File: config.mk
export PLATFORM = sky130hd
export DESIGN_NAME = fetch_unit
export DESIGN_NICKNAME = d
export VERILOG_FILES = /design/src/rtl/fetch_unit.sv
export SDC_FILE = /design/constraint.sdc
export NUM_CORES = 1
export LEC_CHECK = 0
export BUFFER_PORTS_ARGS = -buffer_cell sky130_fd_sc_hd__buf_2
export CORE_ASPECT_RATIO = 1.4
export CORE_UTILIZATION = 39
export DETAILED_ROUTE_END_ITERATION = 16
export GPL_TIMING_DRIVEN = 0
export PLACE_DENSITY_LB_ADDON = 0.05
export SLEW_MARGIN = 40
export SYNTH_ARGS = -nofsm -noshare
export SYNTH_HDL_FRONTEND = slang
export SYNTH_SLANG_ARGS = --single-unit
File: constraint.sdc
create_clock -name clk -period 4.25 [get_ports clk]
set_input_delay 0.85 -clock clk [delete_from_list [all_inputs] [get_ports clk]]
set_output_delay 0.85 -clock clk [all_outputs]
set_load 0.02 [all_outputs]
File: src/rtl/fetch_unit.sv
// -----------------------------------------------------------------------------
// fetch_unit
//
// Instruction-fetch stage between the 64-word instruction memory and decode.
// It owns the program counter and drives the memory address combinationally.
// The memory returns registered read data one cycle later. This block pairs
// that data with the address it came from and with a valid flag. Decode
// back-pressure uses a valid/ready handshake. Execute-stage redirects replace
// the instruction currently offered to decode, so wrong-path fetches are
// squashed without inserting bubbles.
//
// Parameters:
//   ADDR_W   instruction word-address width (PC counts words)
//   DATA_W   instruction width
//   RESET_PC PC loaded on reset
//
// Ports:
//   clk           rising-edge clock
//   rst           asynchronous, active-high reset
//   imem_addr     address to instruction memory (combinational)
//   imem_data     registered read data from instruction memory
//   redirect      execute requests a PC change this cycle
//   redirect_pc   redirect target word address
//   id_valid      id_inst/id_pc hold a valid instruction
//   id_ready      decode accepts this cycle
//   id_inst       instruction to decode (passes imem_data straight through)
//   id_pc         address of id_inst
//   perf_fetched  accepted-instruction count
//   perf_stalls   back-pressure cycle count
//
// Build option:
//   FETCH_PERF_CNT_EN  when defined, builds saturating 16-bit performance
//                      counters. When undefined, perf_fetched and perf_stalls
//                      are tied to zero.
// -----------------------------------------------------------------------------
module fetch_unit #(
  parameter int                ADDR_W   = 6,
  parameter int                DATA_W   = 32,
  parameter logic [ADDR_W-1:0] RESET_PC = '0
) (
  input  logic              clk,
  input  logic              rst,
  output logic [ADDR_W-1:0] imem_addr,
  input  logic [DATA_W-1:0] imem_data,
  input  logic              redirect,
  input  logic [ADDR_W-1:0] redirect_pc,
  output logic              id_valid,
  input  logic              id_ready,
  output logic [DATA_W-1:0] id_inst,
  output logic [ADDR_W-1:0] id_pc,
  output logic [15:0]       perf_fetched,
  output logic [15:0]       perf_stalls
);

  localparam logic [ADDR_W-1:0] PC_ONE = ADDR_W'(1);

  logic [ADDR_W-1:0] pc_q;
  logic [ADDR_W-1:0] cur_pc_q;
  logic              valid_q;
  logic              stall;

  // A redirect always wins over back-pressure. The instruction on the decode
  // port is discarded whether or not decode is ready.
  assign stall = valid_q && !id_ready && !redirect;

  assign id_pc    = cur_pc_q;
  assign id_valid = valid_q;
  assign id_inst  = imem_data;

  // Address selection. A stall re-reads the address being presented so the
  // registered memory output keeps showing the same word. Without the
  // re-read, imem_data would advance under a held id_pc.
  always_comb begin
    imem_addr = pc_q;
    if (redirect) begin
      imem_addr = redirect_pc;
    end else if (stall) begin
      imem_addr = cur_pc_q;
    end
  end

  // PC pipeline. cur_pc_q tracks the address the memory is returning this
  // cycle. pc_q is the next address to request. Increments wrap modulo
  // 2^ADDR_W through natural overflow.
  always_ff @(posedge clk or posedge rst) begin
    if (rst) begin
      pc_q     <= RESET_PC;
      cur_pc_q <= RESET_PC;
      valid_q  <= 1'b0;
    end else if (redirect) begin
      cur_pc_q <= redirect_pc;
      pc_q     <= redirect_pc + PC_ONE;
      valid_q  <= 1'b1;
    end else if (!stall) begin
      cur_pc_q <= pc_q;
      pc_q     <= pc_q + PC_ONE;
      valid_q  <= 1'b1;
    end
  end

`ifdef FETCH_PERF_CNT_EN
  logic        transfer;
  logic [15:0] fetched_q;
  logic [15:0] stalls_q;

  // A transfer is a handshake that a simultaneous redirect does not cancel.
  assign transfer = valid_q && id_ready && !redirect;

  // Saturating event counters. Each counter holds at all-ones instead of
  // wrapping, so a long run never reads as a small count.
  always_ff @(posedge clk or posedge rst) begin
    if (rst) begin
      fetched_q <= '0;
      stalls_q  <= '0;
    end else begin
      if (transfer && (fetched_q != 16'hFFFF)) begin
        fetched_q <= fetched_q + 16'd1;
      end
      if (stall && (stalls_q != 16'hFFFF)) begin
        stalls_q <= stalls_q + 16'd1;
      end
    end
  end

  assign perf_fetched = fetched_q;
  assign perf_stalls  = stalls_q;
`else
  assign perf_fetched = '0;
  assign perf_stalls  = '0;
`endif

endmodule

**Yosys cells after proc, flatten, opt, wreduce, memory -nomap -nowiden**

Index checks and enable logic that the tools add are counted.

- Add/subtract/negate cells: 2
- Reductions and logical operators: 4
- Multiplexer cells: 6
- Equal/unequal tests: 1

Operators with widths:

| operator | number |
|---|---|
| $mux 6 | 4 |
| $add 6x1->6 const B | 2 |
| $logic_and 1x1->1 | 2 |
| $logic_not 1->1 | 2 |
| $mux 1 | 2 |
| $ne 2x2->1 const B | 1 |

- Word-level logic and storage cells: 16
- Register bits: 13

**Logic depth before layout (Yosys ltp)**

Gate-level depths: netlist (run 1).

- Word-level depth: 5
- Gate-level depth with buffers: 6
- Mapped depth without buffers: 5

**Least setup slack after synthesis (run 1)**

No wires, ideal clock.

- Path type: input -> output
- From: input id_ready
- To: output imem_addr[2]
- Slack: 1617 ps
- Buffers on the path: 1
- Stages: 4
- Arrival: 1783 ps
- Path through: nand2b_1 buf_2 mux2i_1 o21ai_0

- Cells in the longest elaborated chain, start to end: 5

Ends and longest elaborated chain:

| element | RTL line | source |
|---|---|---|
| start: declaration | 48 | `input logic id_ready,` |
| $logic_not 1->1 | 64 | `assign stall = valid_q && !id_ready && !redirect;` |
| $logic_and 1x1->1 (2 in series) | 64 |  |
| $mux 6 | 77 | `end else if (stall) begin` |
| $mux 6 | 75 | `if (redirect) begin` |
| end: declaration | 43 | `output logic [ADDR_W-1:0] imem_addr,` |

Every way passes these cells.

**Worst setup path in the final report (run 1)**

- From: input id_ready
- To: output imem_addr[1]

Same word-level chain as after synthesis.

==> results of run 1 <==
power by group:
group	switching, µW	total, µW	leakage [µW]	internal [µW]
logic	124	224	0.000826	99.9
clock network	44.9	111	0.0000228	66.2
registers	24.1	173	0.000153	149
total	193	509	0.00100	315
final cells by class:
| type | count | area, µm² | share of cell area, % |
|---|---|---|---|
| repair buffers | 53 | 265.3 | 15.88 |
| multi-input cells | 78 | 480.5 | 28.76 |
| plain buffers | 67 | 500.5 | 29.96 |
| clock buffers | 4 | 45.04 | 2.697 |
| inverters | 2 | 7.507 | 0.4494 |
| well taps | 37 | 46.29 | 2.772 |
| flip-flops and latches | 13 | 325.3 | 19.48 |
per-layer routing:
metal | up-vias | routed length [µm] | track usage (%) | part of all wire (%)
li1 | 492 | - | - | -
met1 | 423 | 767 | 13.62 | 33
met2 | 53 | 1340 | 24.13 | 57
met3 | 4 | 196 | 2.027 | 8.4
met4 | 0 | 28 | 6.618 | 1.2
met5 | - | 0 | 0 | 0
stage by stage:
stage / area (µm²) / setup WS (ps) / total power, µW
5_1_grt: 1670 / 1281 / 536.4
3_3_place_gp: 1625 / 1356 / 396.4
4_1_cts: 1670 / 1337 / 515.5
3_5_place_dp: 1625 / 1340 / 401.6
6_report: 1670 / 1354 / 508.5
2_1_floorplan: 1314 / 1617 / 348.4
state kept, by name, summed over array words and instances (netlist names):
register  cells
id_pc         6
id_valid      1
pc_q          6
worst register-to-register path: cells and delay by family, from the launching register on:
kind / cells / cell delay, ps
flops: 1 / 420
mux: 2 / 380
fa+ha+maj: 1 / 260
xor+xnor: 1 / 150
simple gates: 1 / 120
Yosys cell counts:
cell / instances / area share [%]
sky130_fd_sc_hd__a21o_1: 1 / 0.63
sky130_fd_sc_hd__a21oi_1: 2 / 0.84
sky130_fd_sc_hd__a221oi_2: 1 / 1.3
sky130_fd_sc_hd__buf_2: 1 / 0.42
sky130_fd_sc_hd__buf_4: 64 / 40
sky130_fd_sc_hd__buf_6: 1 / 0.94
sky130_fd_sc_hd__clkbuf_1: 1 / 0.31
sky130_fd_sc_hd__conb_1: 2 / 0.63
sky130_fd_sc_hd__dfrtp_1: 13 / 27
sky130_fd_sc_hd__ha_1: 1 / 1.0
sky130_fd_sc_hd__inv_1: 2 / 0.63
sky130_fd_sc_hd__mux2_2: 4 / 3.8
sky130_fd_sc_hd__mux2i_1: 8 / 6.7
sky130_fd_sc_hd__nand2_1: 7 / 2.2
sky130_fd_sc_hd__nand2b_1: 1 / 0.52
sky130_fd_sc_hd__nand3_1: 1 / 0.42
sky130_fd_sc_hd__nand4_1: 1 / 0.52
sky130_fd_sc_hd__nand4_2: 1 / 1.0
sky130_fd_sc_hd__nand4b_4: 1 / 2.0
sky130_fd_sc_hd__nor2_1: 3 / 0.94
sky130_fd_sc_hd__nor3_1: 1 / 0.42
sky130_fd_sc_hd__o21ai_0: 4 / 1.7
sky130_fd_sc_hd__xnor2_1: 4 / 2.9
sky130_fd_sc_hd__xor2_1: 4 / 2.9
cells by family after synthesis:
group                    after synthesis  share of synthesized area (%)
XOR/XNOR                               8                          5.851
multiplexers                          12                          10.45
buffers and inverters                 69                          42.42
flip-flops                            13                          27.17
AND/OR/NAND/NOR                       16                          8.046
AO/OA/AOI/OAI                          8                          4.389
other                                  2                         0.6272
adder cells (fa/ha/maj)                1                          1.045
worst max path at each step:
stage | startpoint | end | depth (start not counted)
global placement | id_ready | imem_addr[1] | 6
global route | id_ready | imem_addr[1] | 6
CTS | id_ready | imem_addr[1] | 6
finish | id_ready | imem_addr[1] | 6
detailed placement | id_ready | imem_addr[1] | 6
floorplan | id_ready | imem_addr[2] | 4
==> reports/summary.log, run 1 <==
qor: hold_path.hold_end id_pc[1]
qor: cts.cts_resized 0
qor: cts.post-cts-setup-buffer-count 0
qor: setup_path.depth_of_the_worst_register_to_register_path 5
qor: timing.finalSetupTns 0 ps
qor: synthesis.mappedNetlistArea 1197 µm²
qor: setup_path.source_of_the_worst_register_to_register_timing_path pc_q[1]
qor: global_routing.grt_pass1_vias 730
qor: placement.routabilityCongestion 0.7786
qor: synthesis.netlist_instances 129
qor: setup_path.critical-path-max-stage-delay 380 ps
qor: synthesis.synthesis.yosys.warnings 0
qor: floorplanning.io_pins 119
qor: timing.tightest_slew 524.1 ps
qor: global_routing.grt_pass1_wl 3249 µm
qor: cts.worstSkewPairLatency 240 ps
qor: cts.cts_num_sinks 13
qor: hold_path.min_delay_path_depth 1
qor: power.p_leak 0.001002 µW
qor: floorplanning.full_die_area 3299 µm²
qor: setup_path.rrSetupSlack 2800 ps
qor: synthesis.netlist-cell-type-count 24
qor: timing.finalWorstPathRequiredPeriod 2896 ps
qor: setup_path.critical_path_peak_fanout 8
qor: timing.final-hold-violation-count 0
qor: setup_path.worst_ep_required_time 3400 ps
qor: floorplanning.die_outline_height 67.56 µm
qor: cells_and_area.layout.core_utilization 58.04%
qor: timing.setup-violations-final 0
qor: placement.numPlacedInstances 250
qor: timing.max_clock_freq 0.3453 GHz
qor: setup_path.critPathMostFrequentCell sky130_fd_sc_hd__buf_2
qor: cts.cts_bufs_inserted 3
qor: cells_and_area.layout.cells.most_common_list 64 x sky130_fd_sc_hd__buf_4, 54 x sky130_fd_sc_hd__buf_2, 33 x sky130_fd_sc_hd__conb_1
qor: power.worst_ir_drop_vdd 0.0001830 V
qor: global_routing.maximum_number_of_pins_on_one_net_before_global_route_repair 14
qor: global_routing.track_usage 12.75%
qor: setup_path.critPathSlowestCell sky130_fd_sc_hd__mux2_2
qor: setup_path.cp.buffers_inverters 3
qor: cells_and_area.n_fill_cell 278
qor: setup_path.worstPathArrival 2050 ps
qor: cts.clk_transition_reported_paths 50 ps
qor: timing.holdWs 516.4 ps
qor: timing.final_min_period_over_clock_period 68.13%
qor: setup_path.crit_path_cell_trace buf_2, nand2b_1, buf_2, nor2_1, mux2_2, buf_2
qor: cells_and_area.post_route_cells_drive_above_1_share 59.45%
qor: cts.cts_tree built
qor: setup_path.worst_setup_path_class input pin to output pin
qor: setup_path.worst_setup_path_start_kind input pin
qor: outcome.outcome complete, no violations
qor: synthesis.syn_avg_cell_area 9.282 µm²
qor: synthesis.yosys_register_bits 13
qor: setup_path.cpLargestDelayFamily buffers and inverters
qor: cells_and_area.num-nets-final 261
qor: cells_and_area.area_added_between_synthesis_and_finish 39.50%
qor: cells_and_area.instances_no_fill 254
qor: detailed_routing.first_pass_iters 4
qor: run.max-cap-violations 0
qor: hold_path.hold_class register to register
qor: detailed_routing.postRouteWirelength 2333 µm
qor: floorplanning.die_width 48.83 µm
qor: hold_path.min_from id_pc[1]
qor: timing.grt_setup_unrepaired false
qor: cells_and_area.insertedDiodeCount 0
qor: detailed_routing.drtIter0Drc 2
qor: global_routing.number_of_antenna_violations_at_the_first_check_in_global_routing 0
qor: cts.ctsRootBufferMaster sky130_fd_sc_hd__clkbuf_8
qor: cts.cts.path.max_buffers 2
qor: floorplanning.core-area 2878 µm²
qor: timing.timing.max_slew.rel_slack 65.02%
qor: detailed_routing.routed-via-count 972
qor: cells_and_area.most_common_cell_after_layout_fill_and_taps_aside sky130_fd_sc_hd__buf_4
qor: synthesis.synth_sequential_area_ratio 27.17%
qor: floorplanning.initial_core_util 41.61%
qor: power.power_density 304.4 nW/µm²
qor: setup_path.end_kind output pin
qor: detailed_routing.avgRoutedWirePerCell 9.185 µm
qor: detailed_routing.number_of_remaining_drc_errors 0
qor: cts.postCtsHoldBufs 0
qor: floorplanning.std_cell_rows 23
qor: placement.hpwlAfterDp 2024 µm
qor: cts.htree_num_levels 1
qor: detailed_routing.ant_nets 0
qor: placement.place.port_buffers 53
qor: setup_path.regToRegEndpoint pc_q[4]
qor: detailed_routing.via_per_inst 3.827
qor: timing.slew_violations 0
qor: global_routing.grt-ovfl-total 0
qor: timing.clock-skew-final 3.541 ps
(Power assumes the default switching activity.)
==> inputs of run 2 (changes only) <==
--- a/config.mk
+++ b/config.mk
@@ -5,9 +5,10 @@
 export SDC_FILE = /design/constraint.sdc
 export NUM_CORES = 1
 export LEC_CHECK = 0
+export ABC_AREA = 1
 export BUFFER_PORTS_ARGS = -buffer_cell sky130_fd_sc_hd__buf_2
 export CORE_ASPECT_RATIO = 1.4
-export CORE_UTILIZATION = 39
+export CORE_UTILIZATION = 36
 export DETAILED_ROUTE_END_ITERATION = 16
 export GPL_TIMING_DRIVEN = 0
 export PLACE_DENSITY_LB_ADDON = 0.05
==> constraint.sdc (replaced) <==
create_clock -name clk -period 2.8 [get_ports clk]
set_input_delay 0.56 -clock clk [delete_from_list [all_inputs] [get_ports clk]]
set_output_delay 0.56 -clock clk [all_outputs]
set_load 0.02 [all_outputs]
==> run 2 against run 1 <==
- via count rose by 9.3%
- combinational power rose by 36%
- sequential share of layout area rose by 0.31 points
==> reports/summary.log, run 2 <==
qor: cts.cts_bufs_inserted 3 [unchanged]
qor: setup_path.worst_ep_required_time 2240 ps [-1160 ps]
qor: synthesis.post_synth_xor_area_fraction 0% [-5.9 points]
qor: cells_and_area.post_route_cells_drive_above_1_share 51.23% [-8.2 points]
qor: synthesis.synthSimpleGateAreaFrac 18.63% [+11 points]
qor: cts.clk_transition_reported_paths 60 ps [about the same]
qor: cts.ctsRootBufferMaster sky130_fd_sc_hd__clkbuf_8
qor: floorplanning.io_pins 119 [unchanged]
qor: cts.postCtsHoldBufs 0 [unchanged]
qor: placement.hpwlAfterDp 1994 µm [-1.5%]
qor: synthesis.ys_async_sr_fraction 100.0% [unchanged]
qor: synthesis.netlist-cell-type-count 16 [-33%]
qor: cts.htree_num_levels 1 [unchanged]
qor: power.sequentialPowerShare 32.4% [-1.6 points]
qor: setup_path.rrSetupSlack 1590 ps [-1210 ps]
qor: cells_and_area.area_added_between_synthesis_and_finish 40.69%
qor: synthesis.syn_avg_cell_area 7.491 µm² [-19%]
qor: placement.place.port_buffers 53 [unchanged]
qor: power.power_frac_comb 43.1% [-1.0 points]
qor: setup_path.critPathSlowestCell sky130_fd_sc_hd__buf_4
qor: cts.cts_num_sinks 13 [unchanged]
qor: cells_and_area.layout.area.seq 325.3 µm² [unchanged]
qor: power.p_sw_share 37.80% [-0.25 points]
qor: synthesis.post_synth_mux_area_share 0% [-10 points]
qor: synthesis.yosys_register_bits 13 [unchanged]
qor: setup_path.critical-path-max-stage-delay 200 ps [-180 ps]
qor: floorplanning.die_width 50.15 µm [+2.7%]
qor: outcome.outcome complete, no violations
qor: global_routing.grt_pass1_wl 3926 µm [+21%]
qor: detailed_routing.via_per_inst 3.753 [-1.9%]
qor: setup_path.worst_setup_path_start_kind input pin
qor: floorplanning.die_outline_height 69.42 µm [+2.7%]
qor: placement.placement.cell_area 1599 µm² [-1.6%]
qor: timing.slew_violations 0 [unchanged]
qor: cells_and_area.insertedDiodeCount 0 [unchanged]
qor: power.intPower 439.0 µW [+39%]
qor: cells_and_area.most_common_cell_after_layout_fill_and_taps_aside sky130_fd_sc_hd__buf_4
qor: synthesis.synth_compound_area_share 5.567% [+1.2 points]
qor: synthesis.synth.area.top_cells sky130_fd_sc_hd__buf_4 42%, sky130_fd_sc_hd__dfrtp_1 28%, sky130_fd_sc_hd__nand2_1 11%
qor: synthesis.yosys.area.top_type_share 41.76% [+1.6 points]
qor: setup_path.worst_setup_path_class input pin to output pin
qor: cells_and_area.layout.core_utilization 53.16% [-4.9 points]
qor: floorplanning.core-area 3093 µm² [+7.5%]
qor: cts.worstSkewPairLatency 250 ps [about the same]
qor: global_routing.number_of_antenna_violations_at_the_first_check_in_global_routing 0 [unchanged]
qor: placement.routabilityCongestion 0.7410 [-4.8%]
qor: cells_and_area.num-nets-final 288 [+10%]
qor: setup_path.crit_path_cell_trace buf_6, inv_2, nand2_1, buf_4, nor2_1, a31oi_1, buf_2
qor: power.power_density 429.3 nW/µm² [+41%]
qor: timing.finalWorstPathRequiredPeriod 2133 ps
qor: synthesis.synth_largest_area_cell sky130_fd_sc_hd__buf_4
qor: timing.grt_setup_unrepaired false
qor: setup_path.end_kind output pin
qor: floorplanning.initial_core_util 37.78% [-3.8 points]
qor: floorplanning.full_die_area 3481 µm² [+5.5%]
qor: synthesis.yosys-top-cells-count 65 x sky130_fd_sc_hd__buf_4, 35 x sky130_fd_sc_hd__nand2_1, 13 x sky130_fd_sc_hd__dfrtp_1
qor: detailed_routing.avgRoutedWirePerCell 8.371 µm [-8.9%]
qor: synthesis.netlist_instances 156 [+21%]
qor: hold_path.hold_class input pin to async pin
qor: synthesis.largest_family_of_logic_cells_by_synthesized_area buffers and inverters
qor: global_routing.grt_pass1_vias 932 [+28%]
qor: synthesis.mappedNetlistArea 1169 µm² [-2.4%]
qor: run.max-cap-violations 0 [unchanged]
qor: global_routing.grt-ovfl-total 0 [unchanged]
qor: global_routing.maximum_number_of_pins_on_one_net_before_global_route_repair 14 [unchanged]
qor: synthesis.synth_sequential_area_ratio 27.84% [+0.67 points]
qor: cts.post-cts-setup-buffer-count 0 [unchanged]
qor: synthesis.ys_dominant_reg_cell sky130_fd_sc_hd__dfrtp_1
qor: power.clock_power_share 24.5% [+2.6 points]
qor: synthesis.synthesis.yosys.warnings 0 [unchanged]
qor: setup_path.worstPathArrival 1570 ps [-480 ps]
qor: cells_and_area.multi_input_comb_area 419.2 µm² [-13%]
qor: setup_path.cp-startpoint redirect
qor: detailed_routing.first_pass_iters 4 [unchanged]
qor: cts.cts_resized 0 [unchanged]
qor: timing.max_clock_freq 0.4689 GHz
qor: global_routing.track_usage 14.40% [+1.6 points]
qor: cells_and_area.layout.cells.most_common_list 65 x sky130_fd_sc_hd__buf_4, 53 x sky130_fd_sc_hd__buf_2, 35 x sky130_fd_sc_hd__nand2_1
qor: timing.setup-violations-final 0 [unchanged]
qor: synthesis.number_of_flops_mapped_to_enable_cells_by_yosys 0 [unchanged]
qor: synthesis.synthMostInstantiatedCell sky130_fd_sc_hd__buf_4
qor: synthesis.synthAdderAreaFrac 1.071% [+0.026 points]
qor: timing.final_min_period_over_clock_period 76.17%
qor: timing.finalSetupTns 0 ps [unchanged]
qor: power.worst_ir_drop_vdd 0.0003488 V [+91%]
qor: power.power.total 705.8 µW [+39%]
qor: timing.final-hold-violation-count 0 [unchanged]
qor: cts.cts.path.max_buffers 2 [unchanged]
qor: detailed_routing.postRouteWirelength 2369 µm [+1.5%]
qor: setup_path.critical_path_peak_fanout 10 [+2]
qor: setup_path.source_of_the_worst_register_to_register_timing_path id_valid
qor: timing.clock-skew-final 3.129 ps [-0.4116 ps]
qor: power.p_leak 0.001046 µW [+4.4%]
qor: detailed_routing.number_of_remaining_drc_errors 0 [unchanged]
qor: cells_and_area.postLayoutCellArea 1644 µm² [-1.6%]
qor: cts.cts_tree built
qor: detailed_routing.ant_nets 0 [unchanged]
qor: power.power.switching 266.8 µW [+38%]
qor: detailed_routing.drtIter0Drc 16 [+14]
qor: detailed_routing.routed-via-count 1062 [+9.3%]
qor: floorplanning.std_cell_rows 24 [+4.3%]
qor: cells_and_area.n_fill_cell 340 [+22%]
==> run 2: area by class of cell <==
class / count / area share, %
plain buffers: 66 / 30.37
multi-input cells: 97 / 25.49
flip-flops and latches: 13 / 19.79
repair buffers: 53 / 16.13
well taps: 39 / 2.968
clock buffers: 4 / 2.740
inverters: 11 / 2.511
==> run 2: cells by family (layout without fill, tap and decap cells) <==
kind of cell               Yosys count  count (layout)
other                                2              33
and+or+nand+nor                     52              52
adders and majority gates            1               1
buffers and inverters               77             134
AOI/OAI and AO/OA                   11              11
DFF                                 13              13
==> run 2: critical path, delay by kind of cell <==
family                 cells  cell delay, ps
and+or+nand+nor            2             220
buffers and inverters      4             600
AOI/OAI and AO/OA          1             180
==> run 2: power by group through the flow <==
stage	Combinational, µW	Sequential [µW]	Clock (µW)
floorplan	223	247	0
global placement	304	232	0
detailed placement	304	232	0
CTS	305	229	175
global route	334	232	183
finish	304	229	173
==> run 2: path summary, 6_finish.rpt <==
kind,to,cells past startpoint
setup reg to reg,id_pc[0],7
max in group asynchronous,pc_q[2],2
min in group clk,pc_q[1],2
hold reg to reg,pc_q[1],2
hold / removal,id_pc[3],2
setup / recovery,imem_addr[1],7
==> run 2: layer usage <==
| layer | vias to the layer above | GRT usage (%) | share of wire [%] | routed length, µm |
|---|---|---|---|---|
| li1 | 552 | - | - | - |
| met1 | 452 | 14.38 | 36 | 853 |
| met2 | 53 | 26.22 | 52 | 1233 |
| met3 | 5 | 3.509 | 9.9 | 235 |
| met4 | 0 | 7.619 | 1.9 | 46 |
| met5 | - | 0 | 0 | 0 |
==> run 2: metrics by stage <==
step | setup WS, ps | hold slack (ps) | cells
5_1_grt | 490.5 | 387.1 | 283
3_3_place_gp | 647.6 | 459.2 | 279
2_1_floorplan | 770.2 | 437.0 | 187
4_1_cts | 650.5 | 353.7 | 283
6_report | 667.3 | 322.0 | 283
3_5_place_dp | 659.4 | 460.7 | 279
